**config.mk**
```make
export PLATFORM = sky130hd
export DESIGN_NAME = uart_tx_flat
export DESIGN_NICKNAME = d
export VERILOG_FILES = /design/src/rtl/uart_tx_pkg.sv /design/src/rtl/uart_tx_if.sv /design/src/rtl/uart_baud_tick.sv /design/src/rtl/uart_tx.sv /design/src/flat_wrapper.sv
export SDC_FILE = /design/constraint.sdc
export NUM_CORES = 1
export LEC_CHECK = 0
export BUFFER_PORTS_ARGS = -buffer_cell sky130_fd_sc_hd__clkbuf_2
export CAP_MARGIN = 20
export CELL_PAD_IN_SITES_DETAIL_PLACEMENT = 1
export CELL_PAD_IN_SITES_GLOBAL_PLACEMENT = 1
export CORE_MARGIN = 2
export CORE_UTILIZATION = 43
export DETAILED_ROUTE_END_ITERATION = 12
export PLACE_DENSITY_LB_ADDON = 0.1
export RECOVER_POWER = 50
export SLEW_MARGIN = 20
export SYNTH_ARGS = -nofsm -noshare
export SYNTH_HDL_FRONTEND = slang
export SYNTH_SLANG_ARGS = --single-unit
```
**constraint.sdc**
```tcl
create_clock -name clk -period 2.2 [get_ports clk]
set_input_delay 0.11 -clock clk [delete_from_list [all_inputs] [get_ports clk]]
set_output_delay 0.11 -clock clk [all_outputs]
set_load 0.005 [all_outputs]
```
**src/rtl/uart_tx_pkg.sv**
```systemverilog
// Shared UART definitions: parity encodings, transmitter FSM states and
// bit-period helpers, common to the transmitter and the receiver.
package uart_tx_pkg;

  localparam logic [1:0] PARITY_NONE = 2'd0;
  localparam logic [1:0] PARITY_ODD  = 2'd1;
  localparam logic [1:0] PARITY_EVEN = 2'd2;

  localparam logic [2:0] ST_IDLE   = 3'd0;
  localparam logic [2:0] ST_START  = 3'd1;
  localparam logic [2:0] ST_DATA   = 3'd2;
  localparam logic [2:0] ST_PARITY = 3'd3;
  localparam logic [2:0] ST_STOP   = 3'd4;

  function automatic int clks_per_bit(input int clock_frequency, input int baud_rate);
    return clock_frequency / baud_rate;
  endfunction

  // Payload is zero-extended to 8 bits; the padding does not change the XOR.
  function automatic logic parity_bit(input logic [7:0] data, input logic [1:0] mode);
    logic xor_s;
    xor_s = ^data;
    case (mode)
      PARITY_ODD:  return ~xor_s;
      PARITY_EVEN: return xor_s;
      default:     return 1'b0;
    endcase
  endfunction

endpackage

```
**src/rtl/uart_tx_if.sv**
```systemverilog
// Byte-stream valid/ready handshake between an upstream producer and the UART transmitter.
interface uart_tx_if #(
  parameter int DATA_BITS = 8
);
  logic [DATA_BITS-1:0] in_data;
  logic                 in_valid;
  logic                 in_ready;

  modport master (output in_data, output in_valid, input in_ready);
  modport slave  (input in_data, input in_valid, output in_ready);
endinterface

```
**src/rtl/uart_baud_tick.sv**
```systemverilog
// Divide-by-CLKS_PER_BIT counter; tick marks the last cycle of each bit period.
module uart_baud_tick #(
  parameter int CLKS_PER_BIT = 16
) (
  input  logic clk,
  input  logic rst,
  input  logic clear,
  output logic tick
);
  localparam int CW = $clog2(CLKS_PER_BIT);
  localparam logic [CW-1:0] LAST_COUNT = CW'(CLKS_PER_BIT - 1);

  logic [CW-1:0] count_r;

  // Bit-period counter, held at zero while cleared
  always_ff @(posedge clk) begin
    if (rst) begin
      count_r <= '0;
    end else if (clear || (count_r == LAST_COUNT)) begin
      count_r <= '0;
    end else begin
      count_r <= count_r + CW'(1);
    end
  end

  assign tick = !clear && (count_r == LAST_COUNT);

endmodule

```
**src/rtl/uart_tx.sv**
```systemverilog
// UART transmitter: accepts bytes over a valid/ready handshake and serialises them
// onto txd as start, LSB-first data, optional parity and stop bits.
module uart_tx
  import uart_tx_pkg::*;
#(
  parameter int CLOCK_FREQUENCY = 100_000_000,
  parameter int BAUD_RATE       = 115200,
  parameter int DATA_BITS       = 8,
  parameter int PARITY          = 0,
  parameter int STOP_BITS       = 1
) (
  input  logic        clk,
  input  logic        rst,
  uart_tx_if.slave    up,
  output logic        txd,
  output logic        busy
);
  localparam int CLKS_PER_BIT = clks_per_bit(CLOCK_FREQUENCY, BAUD_RATE);
  localparam logic [2:0] LAST_DATA = 3'(DATA_BITS - 1);
  localparam logic [2:0] LAST_STOP = 3'(STOP_BITS - 1);
  localparam logic [1:0] PARITY_MODE = 2'(PARITY);

  if (CLKS_PER_BIT < 2) begin : g_bad_clks_per_bit
    $error("uart_tx: CLOCK_FREQUENCY / BAUD_RATE must be at least 2");
  end
  if ((DATA_BITS < 5) || (DATA_BITS > 8)) begin : g_bad_data_bits
    $error("uart_tx: DATA_BITS must be 5..8");
  end
  if ((PARITY < 0) || (PARITY > 2)) begin : g_bad_parity
    $error("uart_tx: PARITY must be 0, 1 or 2");
  end
  if ((STOP_BITS < 1) || (STOP_BITS > 2)) begin : g_bad_stop_bits
    $error("uart_tx: STOP_BITS must be 1 or 2");
  end

  logic [2:0]           state_r;
  logic [2:0]           state_s;
  logic [2:0]           bit_cnt_r;
  logic [DATA_BITS-1:0] shift_r;
  logic                 parity_r;
  logic                 txd_r;
  logic                 busy_r;
  logic                 in_ready_r;
  logic                 handshake_s;
  logic                 tick_s;

  assign handshake_s = up.in_valid && in_ready_r;

  uart_baud_tick #(
    .CLKS_PER_BIT (CLKS_PER_BIT)
  ) u_baud_tick (
    .clk   (clk),
    .rst   (rst),
    .clear (state_r == ST_IDLE),
    .tick  (tick_s)
  );

  // Next-state logic; every state boundary coincides with a baud tick
  always_comb begin
    state_s = state_r;
    case (state_r)
      ST_IDLE: begin
        if (handshake_s) state_s = ST_START;
        else             state_s = ST_IDLE;
      end
      ST_START: begin
        if (tick_s) state_s = ST_DATA;
        else        state_s = ST_START;
      end
      ST_DATA: begin
        if (tick_s && (bit_cnt_r == LAST_DATA)) state_s = (PARITY != 0) ? ST_PARITY : ST_STOP;
        else                                    state_s = ST_DATA;
      end
      ST_PARITY: begin
        if (tick_s) state_s = ST_STOP;
        else        state_s = ST_PARITY;
      end
      ST_STOP: begin
        if (tick_s && (bit_cnt_r == LAST_STOP)) state_s = ST_IDLE;
        else                                    state_s = ST_STOP;
      end
      default: state_s = ST_IDLE;
    endcase
  end

  // State, datapath and registered outputs; txd follows state_r one cycle later
  always_ff @(posedge clk) begin
    if (rst) begin
      state_r    <= ST_IDLE;
      bit_cnt_r  <= 3'd0;
      shift_r    <= '0;
      parity_r   <= 1'b0;
      txd_r      <= 1'b1;
      busy_r     <= 1'b0;
      in_ready_r <= 1'b0;
    end else begin
      state_r    <= state_s;
      in_ready_r <= (state_s == ST_IDLE);
      busy_r     <= (state_s != ST_IDLE);

      if (handshake_s) begin
        shift_r  <= DATA_BITS'(up.in_data);
        parity_r <= parity_bit(8'(up.in_data), PARITY_MODE);
      end else if ((state_r == ST_DATA) && tick_s) begin
        shift_r <= shift_r >> 1;
      end

      if (state_s != state_r) begin
        bit_cnt_r <= 3'd0;
      end else if (tick_s) begin
        bit_cnt_r <= bit_cnt_r + 3'd1;
      end

      case (state_r)
        ST_START:  txd_r <= 1'b0;
        ST_DATA:   txd_r <= shift_r[0];
        ST_PARITY: txd_r <= parity_r;
        ST_STOP:   txd_r <= 1'b1;
        default:   txd_r <= 1'b1;
      endcase
    end
  end

  assign up.in_ready = in_ready_r;
  assign txd         = txd_r;
  assign busy        = busy_r;

endmodule

```
**src/flat_wrapper.sv**
```systemverilog
// flat-port wrapper written by rule: the top's interface ports become plain ports
module uart_tx_flat import uart_tx_pkg::*;
#(
  parameter int CLOCK_FREQUENCY = 100_000_000,
  parameter int BAUD_RATE       = 115200,
  parameter int DATA_BITS       = 8,
  parameter int PARITY          = 0,
  parameter int STOP_BITS       = 1
)
  (clk, rst, txd, busy, up_in_data, up_in_valid, up_in_ready);
  uart_tx_if #(.DATA_BITS(DATA_BITS)) up_i ();
  input  logic clk;
  input  logic rst;
  output logic txd;
  output logic busy;
  input wire logic [$bits(up_i.in_data)-1:0] up_in_data;
  input wire logic [$bits(up_i.in_valid)-1:0] up_in_valid;
  output wire logic [$bits(up_i.in_ready)-1:0] up_in_ready;
  assign up_i.in_data = up_in_data;
  assign up_i.in_valid = up_in_valid;
  assign up_in_ready = up_i.in_ready;
  uart_tx #(.CLOCK_FREQUENCY(CLOCK_FREQUENCY), .BAUD_RATE(BAUD_RATE), .DATA_BITS(DATA_BITS), .PARITY(PARITY), .STOP_BITS(STOP_BITS)) u_core (.clk(clk), .rst(rst), .up(up_i), .txd(txd), .busy(busy));
endmodule
```
==> qor.txt, run 1 <==
routed wire length -> 2630 um
worst path bufs/invs -> 0
share of layout cells above drive strength 1 -> 14.0%
Leak -> 0.497 nW
cts-stage hold buffer count -> 0
Worst Skew -> 0.00646 ns
M3 GR Usage -> 2.64%
Slew Viols, Final -> 0
TritonCTS buffer count -> 3
dominant synthesized flop cell -> dfxtp_1
Antenna Cells -> 0
ANT nets after route -> 0
Syn Nets -> 161
unique cell type count in the Yosys netlist -> 36
Synth top area share -> 42.0%
# rows -> 19
total power -> 793 uW
Min Hold Slack -> 0.0196 ns
Via-to-Cell Ratio -> 5.54
start of the worst register-to-register path -> u_core.u_baud_tick.count_r[0]
synth-to-layout area growth -> 7.77%
Worst-Skew Late Latency -> 0.32 ns
die width -> 58.7 um
WP data arrival -> 1.99 ns
met1 usage -> 24.3%
R2R depth -> 5
CTS clk-pin slew, worst paths -> 0.14 ns
Core Area -> 2810 um^2
Crit. End Element -> register
Avg Cell Area, Syn -> 8.82 um^2
setup violators final -> 0
area of placed instances -> 1360 um^2
Yosys warning count -> 0
pwr dens -> 572 nW/um^2
global-route wire length before repair -> 4530 um
CTS Buffer Depth -> 2
CP Launch Point -> u_core.u_baud_tick.count_r[0]
fin crit period -> 1.73 ns
vias in the first global route -> 1004
CTS H-tree depth -> 1
failing checks -> DRC
Post-synth EDFFs -> 0
Top Family by Delay on Critical Path -> simple AND/OR/NAND/NOR gates
clock sink total -> 27
Setup Buffers After CTS -> 0
Die Span Y -> 58.7 um
clock network power share -> 26.2%
global-route track usage on met2 -> 26.5%
final hold violation count -> 0
Int Pwr -> 608 uW
Seq/Total Area, Yosys -> 42.0%
Slew @ Worst Pin -> 0.373 ns
# Max-Cap Violations -> 0
Crit-path slowest cell -> dfxtp_1
IO Port Bufs -> 13
CTS Root Cell -> clkbuf_4
Critical Path Stages -> 5
Setup CP Type -> register to register
synth top area cells -> dfxtp_1 (42%), nor2_1 (7.6%), xnor2_1 (4.8%)
initial antenna violation count -> 0
IO Count -> 14
status -> finished with violations
CP max stage delay -> 0.40 ns
Cell Chain, Critical Path -> ha_1 -> nor3b_4 -> nand3_4 -> or3_1 -> a21oi_1
utilization after layout -> 49.5%
wire length per cell -> 14.0 um
Worst Path Required -> 2.46 ns
synthesized flop and latch total -> 27
GR peak layer -> met2
RePlAce Congestion -> 0.752
largest net degree at the start of global routing -> 15
Fmax -> 577 MHz
DR iter-0 viols -> 26
Sw Share -> 23.3%
Post-synth ARST share -> 0%
worst vdd ir -> 0.262 mV
RSZ-0062 raised after global routing -> no
grt ovf -> 0
Initial Util -> 45.9%
Post-CTS Resized -> 0
Comb pwr share -> 8.5%
sequential power share -> 65.2%
R2R Setup Slk -> 0.47 ns
routed via count -> 1041
Mapped Cells -> 146
post-route clock period utilization -> 78.7%
r2r endpoint -> u_core.state_r[2]
switching power -> 185 uW
Setup crit start kind -> register
Total Negative Setup Slacks -> 0 ns
Post-Layout Inst Area -> 1390 um^2
Tot GR Track Use -> 17.0%
die area -> 3450 um^2
CTS tree -> yes
drt pass-1 iters -> 8
HPWL after DPL -> 2000 um
top cell type by total area after synthesis -> dfxtp_1
Slew HR -> 74.9%
crit path to -> u_core.state_r[2]
CP max FO -> 14
Remaining DRCs -> 1
Post-layout nets -> 173
Cell Area, Synth -> 1290 um^2
Hold WC Path Type -> primary input to register
-- sequential cells by signal (all words and copies together), names as in the netlist --
| signal | count |
|---|---|
| u_core.bit_cnt_r | 3 |
| u_core.busy | 1 |
| u_core.shift_r | 8 |
| u_core.state_r | 3 |
| u_core.txd | 1 |
| u_core.u_baud_tick.count_r | 10 |
| u_core.up.in_ready | 1 |
-- power by group through the flow --
| stage | logic (mW) | registers (mW) | clock network, mW |
|---|---|---|---|
| floorplan | 0.0474 | 0.524 | 0 |
| detailed placement | 0.0689 | 0.528 | 0 |
| CTS | 0.0695 | 0.518 | 0.221 |
| global route | 0.0794 | 0.520 | 0.242 |
| global placement | 0.0667 | 0.528 | 0 |
| finish | 0.0678 | 0.518 | 0.208 |
-- worst reg2reg max path: cells and delay by family, from the launching register on --
family	cells	cell delay [ns]
simple gates	3	0.90
flops	1	0.40
compound gates	1	0.14
fa+ha+maj	1	0.23
-- worst min-delay path by stage --
| stage | from | end | slack, ns | cells past startpoint |
|---|---|---|---|---|
| after CTS | up_in_data[7] | u_core.shift_r[7] | 0.006 | 3 |
| after global placement | up_in_data[7] | u_core.shift_r[7] | 0.35 | 3 |
| after detailed placement | up_in_data[7] | u_core.shift_r[7] | 0.36 | 3 |
| after global routing | up_in_data[7] | u_core.shift_r[7] | 0.03 | 3 |
| after floorplan | rst | u_core.txd | 0.22 | 2 |
| final | up_in_data[7] | u_core.shift_r[7] | 0.02 | 3 |
-- per-layer routing --
metal  vias up  wire (um)
li1        535          -
met1       491       1350
met2        11       1180
met3         4         65
met4         0         33
met5         -          0
-- placed cells by master (no fill, tap or decap), types with 2 or more instances in the layout --
cell type,n
dfxtp_1,27
nor2_1,26
clkbuf_2,13
nand2_1,11
xnor2_1,7
nor4_1,7
o21bai_1,6
a211oi_1,6
nor2b_1,4
o21ai_0,4
a21oi_1,4
nand3_1,4
ha_1,4
nand4_1,3
clkbuf_4,3
inv_1,2
and2_1,2
or3_1,2
mux2i_1,2
nor3_1,2
xor2_1,2
-- stage by stage --
stage / worst slack (ns) / std cells
after floorplan: 0.692 / 146
after global placement: 0.587 / 184
after detailed placement: 0.517 / 184
after CTS: 0.481 / 188
after global routing: 0.313 / 188
final: 0.468 / 188
-- layout make-up --
class	instances	area, um^2
sequential	27	541
fill	341	1420
multi-input combinational	110	702
timing repair buffer	14	72.6
tap	31	38.8
clock buffer	4	26.3
inverter	2	7.51
-- cells in the mapped netlist, types with 3 or more instances --
master	number
dfxtp_1	27
nor2_1	26
nand2_1	11
nor4_1	7
xnor2_1	7
a211oi_1	6
o21bai_1	6
a21oi_1	4
ha_1	4
nand3_1	4
nor2b_1	4
o21ai_0	4
buf_2	3
clkbuf_1	3
nand4_1	3
-- cells by family (layout without fill, tap and decap cells) --
| logic type | count (synthesis) | in the layout | share of synthesized area [%] |
|---|---|---|---|
| AND/OR/NAND/NOR | 68 | 68 | 28.5 |
| adder cells (fa/ha/maj) | 4 | 4 | 3.89 |
| flip-flops | 27 | 27 | 42.0 |
| AO/OA/AOI/OAI | 27 | 27 | 14.5 |
| multiplexers | 2 | 2 | 1.55 |
| buffers and inverters | 9 | 20 | 3.50 |
| XOR/XNOR | 9 | 9 | 6.12 |
Power figures use the tool's default switching activity.
==> inputs of run 2 (changes only) <==
==> constraint.sdc (replaced) <==
create_clock -name clk -period 1.6 [get_ports clk]
set_input_delay 0.08 -clock clk [delete_from_list [all_inputs] [get_ports clk]]
set_output_delay 0.08 -clock clk [all_outputs]
set_load 0.005 [all_outputs]
==> run 2 against run 1 <==
Flip-flop and latch count unchanged. The flow still finishes with violations (DRC). Via count up 8.5%. Critical path type unchanged. Final area up 16%. Total power up 41%. Worst hold slack better by 0.021 ns. Final cell count up 6.9%. Global-route usage up 1.7 points. Sequential share of layout area down 5.1 points. Combinational power up 70%. First-iteration DRC count up 100%. Worst setup slack worse by 0.42 ns.
==> qor.txt, run 2 (same netlist as run 1, synthesis figures left out) <==
R2R depth -> 6 (was 5)
CTS Buffer Depth -> 2 (unchanged)
CP max FO -> 6 (was 14)
Worst Hold End -> u_core.shift_r[2] (was u_core.shift_r[7])
Worst-Skew Late Latency -> 0.32 ns (about the same)
routed wire length -> 3200 um (was 2630 um)
Antenna Cells -> 0 (unchanged)
Core Area -> 2810 um^2 (unchanged)
Tot GR Track Use -> 18.7% (was 17.0%)
biggest regs -> u_core.u_baud_tick.count_r: 10 flops, u_core.shift_r: 8 flops (unchanged)
initial antenna violation count -> 0 (unchanged)
Worst Hold Launch -> up_in_data[2] (was up_in_data[7])
TritonCTS buffer count -> 3 (unchanged)
Worst Path Required -> 1.86 ns (was 2.46 ns)
post-route clock period utilization -> 96.9% (was 78.7%)
synth-to-layout area growth -> 25.0% (was 7.77%)
Fmax -> 645 MHz (was 577 MHz)
Slew HR -> 76.0% (was 74.9%)
DR iter-0 viols -> 52 (was 26)
RePlAce Congestion -> 0.792 (was 0.752)
CTS H-tree depth -> 1 (unchanged)
largest net degree at the start of global routing -> 15 (unchanged)
sequential power share -> 64.0% (was 65.2%)
global-route wire length before repair -> 4890 um (was 4530 um)
grt ovf -> 0 (unchanged)
total power -> 1.12 mW (was 793 uW)
Post-layout nets -> 186 (was 173)
pwr dens -> 695 nW/um^2 (was 572 nW/um^2)
share of layout cells above drive strength 1 -> 30.0% (was 14.0%)
Comb pwr share -> 10.3% (was 8.5%)
CTS clk-pin slew, worst paths -> 0.13 ns (was 0.14 ns)
Worst Skew -> 0.00275 ns (was 0.00646 ns)
worst vdd ir -> 0.455 mV (was 0.262 mV)
CTS Root Cell -> clkbuf_4 (unchanged)
failing checks -> DRC (unchanged)
Min Hold Slack -> 0.0403 ns (was 0.0196 ns)
status -> finished with violations (unchanged)
Crit. End Element -> register (unchanged)
RSZ-0062 raised after global routing -> yes (was no)
clock sink total -> 27 (unchanged)
vias in the first global route -> 1064 (was 1004)
wire length per cell -> 15.9 um (was 14.0 um)
Hold WC Path Type -> primary input to register (unchanged)
Sw Share -> 24.4% (was 23.3%)
max reg flops -> 10 (unchanged)
WP data arrival -> 1.81 ns (was 1.99 ns)
switching power -> 273 uW (was 185 uW)
routed via count -> 1130 (was 1041)
drt pass-1 iters -> 8 (unchanged)
Leak -> 0.568 nW (was 0.497 nW)
Slew @ Worst Pin -> 0.360 ns (was 0.373 ns)
Biggest register -> u_core.u_baud_tick.count_r (unchanged)
fin crit period -> 1.55 ns (was 1.73 ns)
# Max-Cap Violations -> 0 (unchanged)
IO Port Bufs -> 13 (unchanged)
post-place setup slack -> -0.00869 ns (was 0.517 ns)
Initial Util -> 45.9% (unchanged)
die area -> 3450 um^2 (unchanged)
r2r endpoint -> u_core.state_r[2] (unchanged)
ANT nets after route -> 0 (unchanged)
final worst-path setup slack -> 0.0497 ns (was 0.468 ns)
Slew Viols, Final -> 0 (unchanged)
Setup crit start kind -> register (unchanged)
Die Span Y -> 58.7 um (unchanged)
most common cell after layout, fill and taps aside -> nor2_1 (was dfxtp_1)
IO Count -> 14 (unchanged)
R2R Setup Slk -> 0.05 ns (was 0.47 ns)
HPWL after DPL -> 2100 um (was 2000 um)
leading cell types in the layout, fill and taps excluded -> nor2_1 (26), dfxtp_1 (24), clkbuf_2 (12), nand2_1 (10), buf_4 (10) (was dfxtp_1 (27), nor2_1 (26), clkbuf_2 (13), nand2_1 (11))
die width -> 58.7 um (unchanged)
setup violators final -> 0 (unchanged)
Total Negative Setup Slacks -> 0 ns (unchanged)
final hold violation count -> 0 (unchanged)
clock network power share -> 25.7% (was 26.2%)
Setup CP Type -> register to register (unchanged)
Via-to-Cell Ratio -> 5.62 (was 5.54)
Int Pwr -> 845 uW (was 608 uW)
Remaining DRCs -> 1 (unchanged)
# rows -> 19 (unchanged)
WHS Path Cells -> 3 (unchanged)
CTS tree -> yes (unchanged)
start of the worst register-to-register path -> u_core.u_baud_tick.count_r[1] (was u_core.u_baud_tick.count_r[0])
-- run 2: cell types whose count changed in the layout (fill, tap and decap cells not counted), sizes merged --
cell	change
nand3	+1
dlygate4sd3	+1
buf	+11
-- run 2: timing repair --
| item | 4_1_cts | 5_1_grt |
|---|---|---|
| pin swaps | 1 | 3 |
| resized for setup | 5 | 19 |
| endpoints found under the setup margin | 7 | 23 |
| cloned | 1 | 0 |
| setup buffers | 2 | 3 |
| endpoints found under the hold margin | 1 | 0 |
| hold buffers | 1 | 0 |
-- run 2: area by class of cell --
cell class / instances / area, um^2
Clock buffer: 4 / 26.3
Fill cell: 339 / 1200
Inverter: 2 / 7.51
Multi-Input combinational cell: 111 / 821
Sequential cell: 27 / 544
Tap cell: 31 / 38.8
Timing Repair Buffer: 26 / 171
-- run 2: metrics by stage --
stage | instances | util (%) | area [um^2]
after CTS | 198 | 53.0 | 1490
after global placement | 190 | 50.1 | 1410
final | 201 | 57.4 | 1610
after floorplan | 146 | - | 1290
after global routing | 201 | 57.4 | 1610
after detailed placement | 190 | 50.1 | 1410
-- run 2: worst max-delay path by stage --
stage,startpoint,cells past startpoint,to,slack [ns]
floorplan,u_core.u_baud_tick.count_r[0],6,u_core.bit_cnt_r[0],0.09
global placement,u_core.u_baud_tick.count_r[1],5,u_core.bit_cnt_r[0],0.08
detailed placement,u_core.u_baud_tick.count_r[1],5,u_core.bit_cnt_r[2],-0.009
CTS,u_core.u_baud_tick.count_r[1],6,u_core.state_r[2],-0.002
global route,u_core.u_baud_tick.count_r[1],6,u_core.state_r[2],-0.05
finish,u_core.u_baud_tick.count_r[1],6,u_core.state_r[2],0.05
-- run 2: power groups by stage --
stage               Clock [mW]  Combinational [mW]  Sequential (mW)
finish                   0.287               0.115            0.716
global route             0.343               0.128            0.719
CTS                      0.309               0.105            0.712
detailed placement           0              0.0979            0.726
global placement             0              0.0946            0.725
floorplan                    0              0.0651            0.720
-- run 2: critical path, cell delays in order (launching register included) --
cell	delay, ns
dfxtp_2	0.38
ha_4	0.14
nor3b_4	0.24
buf_6	0.14
nand3_4	0.11
or3_4	0.36
a21oi_2	0.11
-- run 2: layer usage --
metal	share of wire (%)	wire [um]	vias to the layer above	GRT usage (%)
li1	-	-	566	-
met1	47	1490	544	24.6
met2	49	1570	16	31.1
met3	3.2	101	4	5.27
met4	1.1	36	0	2.92
met5	0	0	-	0
==> inputs of run 3 (changes only) <==
--- a/config.mk
+++ b/config.mk
@@ -10,7 +10,8 @@
 export CELL_PAD_IN_SITES_DETAIL_PLACEMENT = 1
 export CELL_PAD_IN_SITES_GLOBAL_PLACEMENT = 1
 export CORE_MARGIN = 2
-export CORE_UTILIZATION = 43
+export CORE_UTILIZATION = 45
+export CTS_BUF_LIST = sky130_fd_sc_hd__clkbuf_8
 export DETAILED_ROUTE_END_ITERATION = 12
 export PLACE_DENSITY_LB_ADDON = 0.1
 export RECOVER_POWER = 50
==> run 3 against run 2 <==
Critical path depth is 1 lower. Largest cell class unchanged. Final area fell by 0.47%. The flow finishes with violations (setup timing). Worst hold slack improved by 0.022 ns. Die area down 4.1%. Clock-buffer cell count down 1. Sequential power hardly changed. Wire length increased by 6.7%. Total power grew 8.1%.
==> qor.txt, run 3 (same netlist as run 1, synthesis figures left out) <==
Min Hold Slack -> 0.0620 ns (was 0.0403 ns)
# rows -> 19 (unchanged)
Hold WC Path Type -> primary input to register (unchanged)
Antenna Cells -> 0 (unchanged)
ANT nets after route -> 0 (unchanged)
post-route clock period utilization -> 100% (was 96.9%)
grt ovf -> 0 (unchanged)
leading cell types in the layout, fill and taps excluded -> nor2_1 (25), dfxtp_1 (25), nand2_1 (11), clkbuf_2 (10), buf_4 (10) (was nor2_1 (26), dfxtp_1 (24), clkbuf_2 (12), nand2_1 (10), buf_4 (10))
routed via count -> 1138 (was 1130)
routed wire length -> 3420 um (was 3200 um)
WHS Path Cells -> 3 (unchanged)
IO Port Bufs -> 13 (unchanged)
r2r endpoint -> u_core.shift_r[6] (was u_core.state_r[2])
die width -> 57.5 um (was 58.7 um)
IO Count -> 14 (unchanged)
start of the worst register-to-register path -> u_core.u_baud_tick.count_r[1] (unchanged)
worst vdd ir -> 0.658 mV (was 0.455 mV)
status -> finished with violations (unchanged)
die area -> 3310 um^2 (was 3450 um^2)
CTS Root Cell -> clkbuf_8 (was clkbuf_4)
Remaining DRCs -> 0 (was 1)
TritonCTS buffer count -> 3 (unchanged)
HPWL after DPL -> 2140 um (was 2100 um)
Worst-Skew Late Latency -> 0.27 ns (was 0.32 ns)
final worst-path setup slack -> -0.0000437 ns (was 0.0497 ns)
final hold violation count -> 0 (unchanged)
vias in the first global route -> 1075 (was 1064)
Die Span Y -> 57.5 um (was 58.7 um)
Leak -> 0.558 nW (was 0.568 nW)
Biggest register -> u_core.u_baud_tick.count_r (unchanged)
Fmax -> 625 MHz (was 645 MHz)
max reg flops -> 10 (unchanged)
Core Area -> 2730 um^2 (was 2810 um^2)
Worst Hold End -> u_core.shift_r[7] (was u_core.shift_r[2])
CTS tree -> yes (unchanged)
Setup crit start kind -> register (unchanged)
CP max FO -> 7 (was 6)
R2R depth -> 5 (was 6)
Initial Util -> 47.1% (was 45.9%)
biggest regs -> u_core.u_baud_tick.count_r: 10 flops, u_core.shift_r: 8 flops (unchanged)
failing checks -> setup timing (was DRC)
Worst Hold Launch -> up_in_data[7] (was up_in_data[2])
Slew HR -> 72.9% (was 76.0%)
Worst Skew -> 0.00477 ns (was 0.00275 ns)
initial antenna violation count -> 0 (unchanged)
setup violators final -> 1 (was 0)
wire length per cell -> 17.2 um (was 15.9 um)
fin crit period -> 1.60 ns (was 1.55 ns)
Setup CP Type -> register to register (unchanged)
drt pass-1 iters -> 4 (was 8)
DR iter-0 viols -> 33 (was 52)
pwr dens -> 755 nW/um^2 (was 695 nW/um^2)
Total Negative Setup Slacks -> -0.0000437 ns (was 0 ns)
Slew @ Worst Pin -> 0.402 ns (was 0.360 ns)
largest net degree at the start of global routing -> 15 (unchanged)
synth-to-layout area growth -> 24.4% (was 25.0%)
Tot GR Track Use -> 19.3% (was 18.7%)
Slew Viols, Final -> 0 (unchanged)
WP data arrival -> 1.75 ns (was 1.81 ns)
CTS clk-pin slew, worst paths -> 0.09 ns (was 0.13 ns)
RSZ-0062 raised after global routing -> yes (unchanged)
RePlAce Congestion -> 0.764 (was 0.792)
Worst Path Required -> 1.75 ns (was 1.86 ns)
Crit. End Element -> register (unchanged)
R2R Setup Slk -> -0.00004 ns (was 0.05 ns)
Post-layout nets -> 184 (was 186)
share of layout cells above drive strength 1 -> 27.4% (was 30.0%)
clock sink total -> 27 (unchanged)
CTS H-tree depth -> 1 (unchanged)
global-route wire length before repair -> 4930 um (was 4890 um)
CTS Buffer Depth -> 2 (unchanged)
# Max-Cap Violations -> 0 (unchanged)
Via-to-Cell Ratio -> 5.72 (was 5.62)
[run 3: cell types whose count changed in the layout (fill, tap and decap cells not counted), sizes merged]
cell / before / now
buf: 12 / 11
clkbuf: 17 / 16
dlygate4sd3: 1 / 0
inv: 2 / 3
[run 3: how the worst max path moves through the flow]
stage | cells past startpoint | start | slack [ns] | end
CTS | 5 | u_core.u_baud_tick.count_r[0] | 0.01 | u_core.state_r[2]
finish | 5 | u_core.u_baud_tick.count_r[1] | -0.00004 | u_core.shift_r[6]
global route | 6 | u_core.u_baud_tick.count_r[1] | -0.08 | u_core.shift_r[4]
detailed placement | 6 | u_core.u_baud_tick.count_r[1] | -0.08 | u_core.bit_cnt_r[1]
floorplan | 6 | u_core.u_baud_tick.count_r[0] | 0.09 | u_core.bit_cnt_r[0]
global placement | 5 | u_core.u_baud_tick.count_r[1] | 0.09 | u_core.state_r[2]
[run 3: layer usage]
layer  track usage [%]  wire (um)  vias to the layer above  share of wire [%]
li1                  -          -                      569                  -
met1              27.5       1620                      541                 47
met2              29.4       1640                       22                 48
met3              4.31        117                        6                3.4
met4              4.98         42                        0                1.2
met5                 0          0                        -                  0
[run 3: area by class of cell]
cell class	count	area, um^2
flip-flops and latches	27	543
repair buffers	24	148
clock buffers	3	41.3
clock inverters	1	3.75
inverters	2	7.51
fillers	314	1130
well taps	31	38.8
multi-input cells	111	820
[run 3: critical path: stages (launching register included)]
cell and delay [ns]:
dfxtp_2 0.37, ha_4 0.14, nor3b_4 0.29, nand3_4 0.17
nor4_1 0.44, a211oi_2 0.08
[run 3: stage by stage]
step | total power [mW] | util (%) | instances | cell area (um^2) | setup slack (ns)
floorplan | 0.786 | - | 146 | 1290 | 0.0917
global placement | 0.819 | 51.4 | 190 | 1410 | 0.0949
detailed placement | 0.824 | 51.4 | 190 | 1410 | -0.0765
CTS | 1.20 | 53.7 | 195 | 1470 | 0.0129
global route | 1.26 | 58.6 | 199 | 1600 | -0.0833
finish | 1.21 | 58.6 | 199 | 1600 | -0.0000437
[run 3: timing repair]
item,CTS,global route
hold buffers,0,0
hold endpoints to repair,0,0
setup endpoints to repair,5,19
buffers inserted,1,3
pin swaps,0,6
gates resized for setup,3,20
cloned,0,1
[run 3: power by group]
part | switching [mW] | total, mW | internal (mW)
registers | 0.0189 | 0.714 | 0.695
clock network | 0.204 | 0.376 | 0.172
logic | 0.0669 | 0.118 | 0.0508
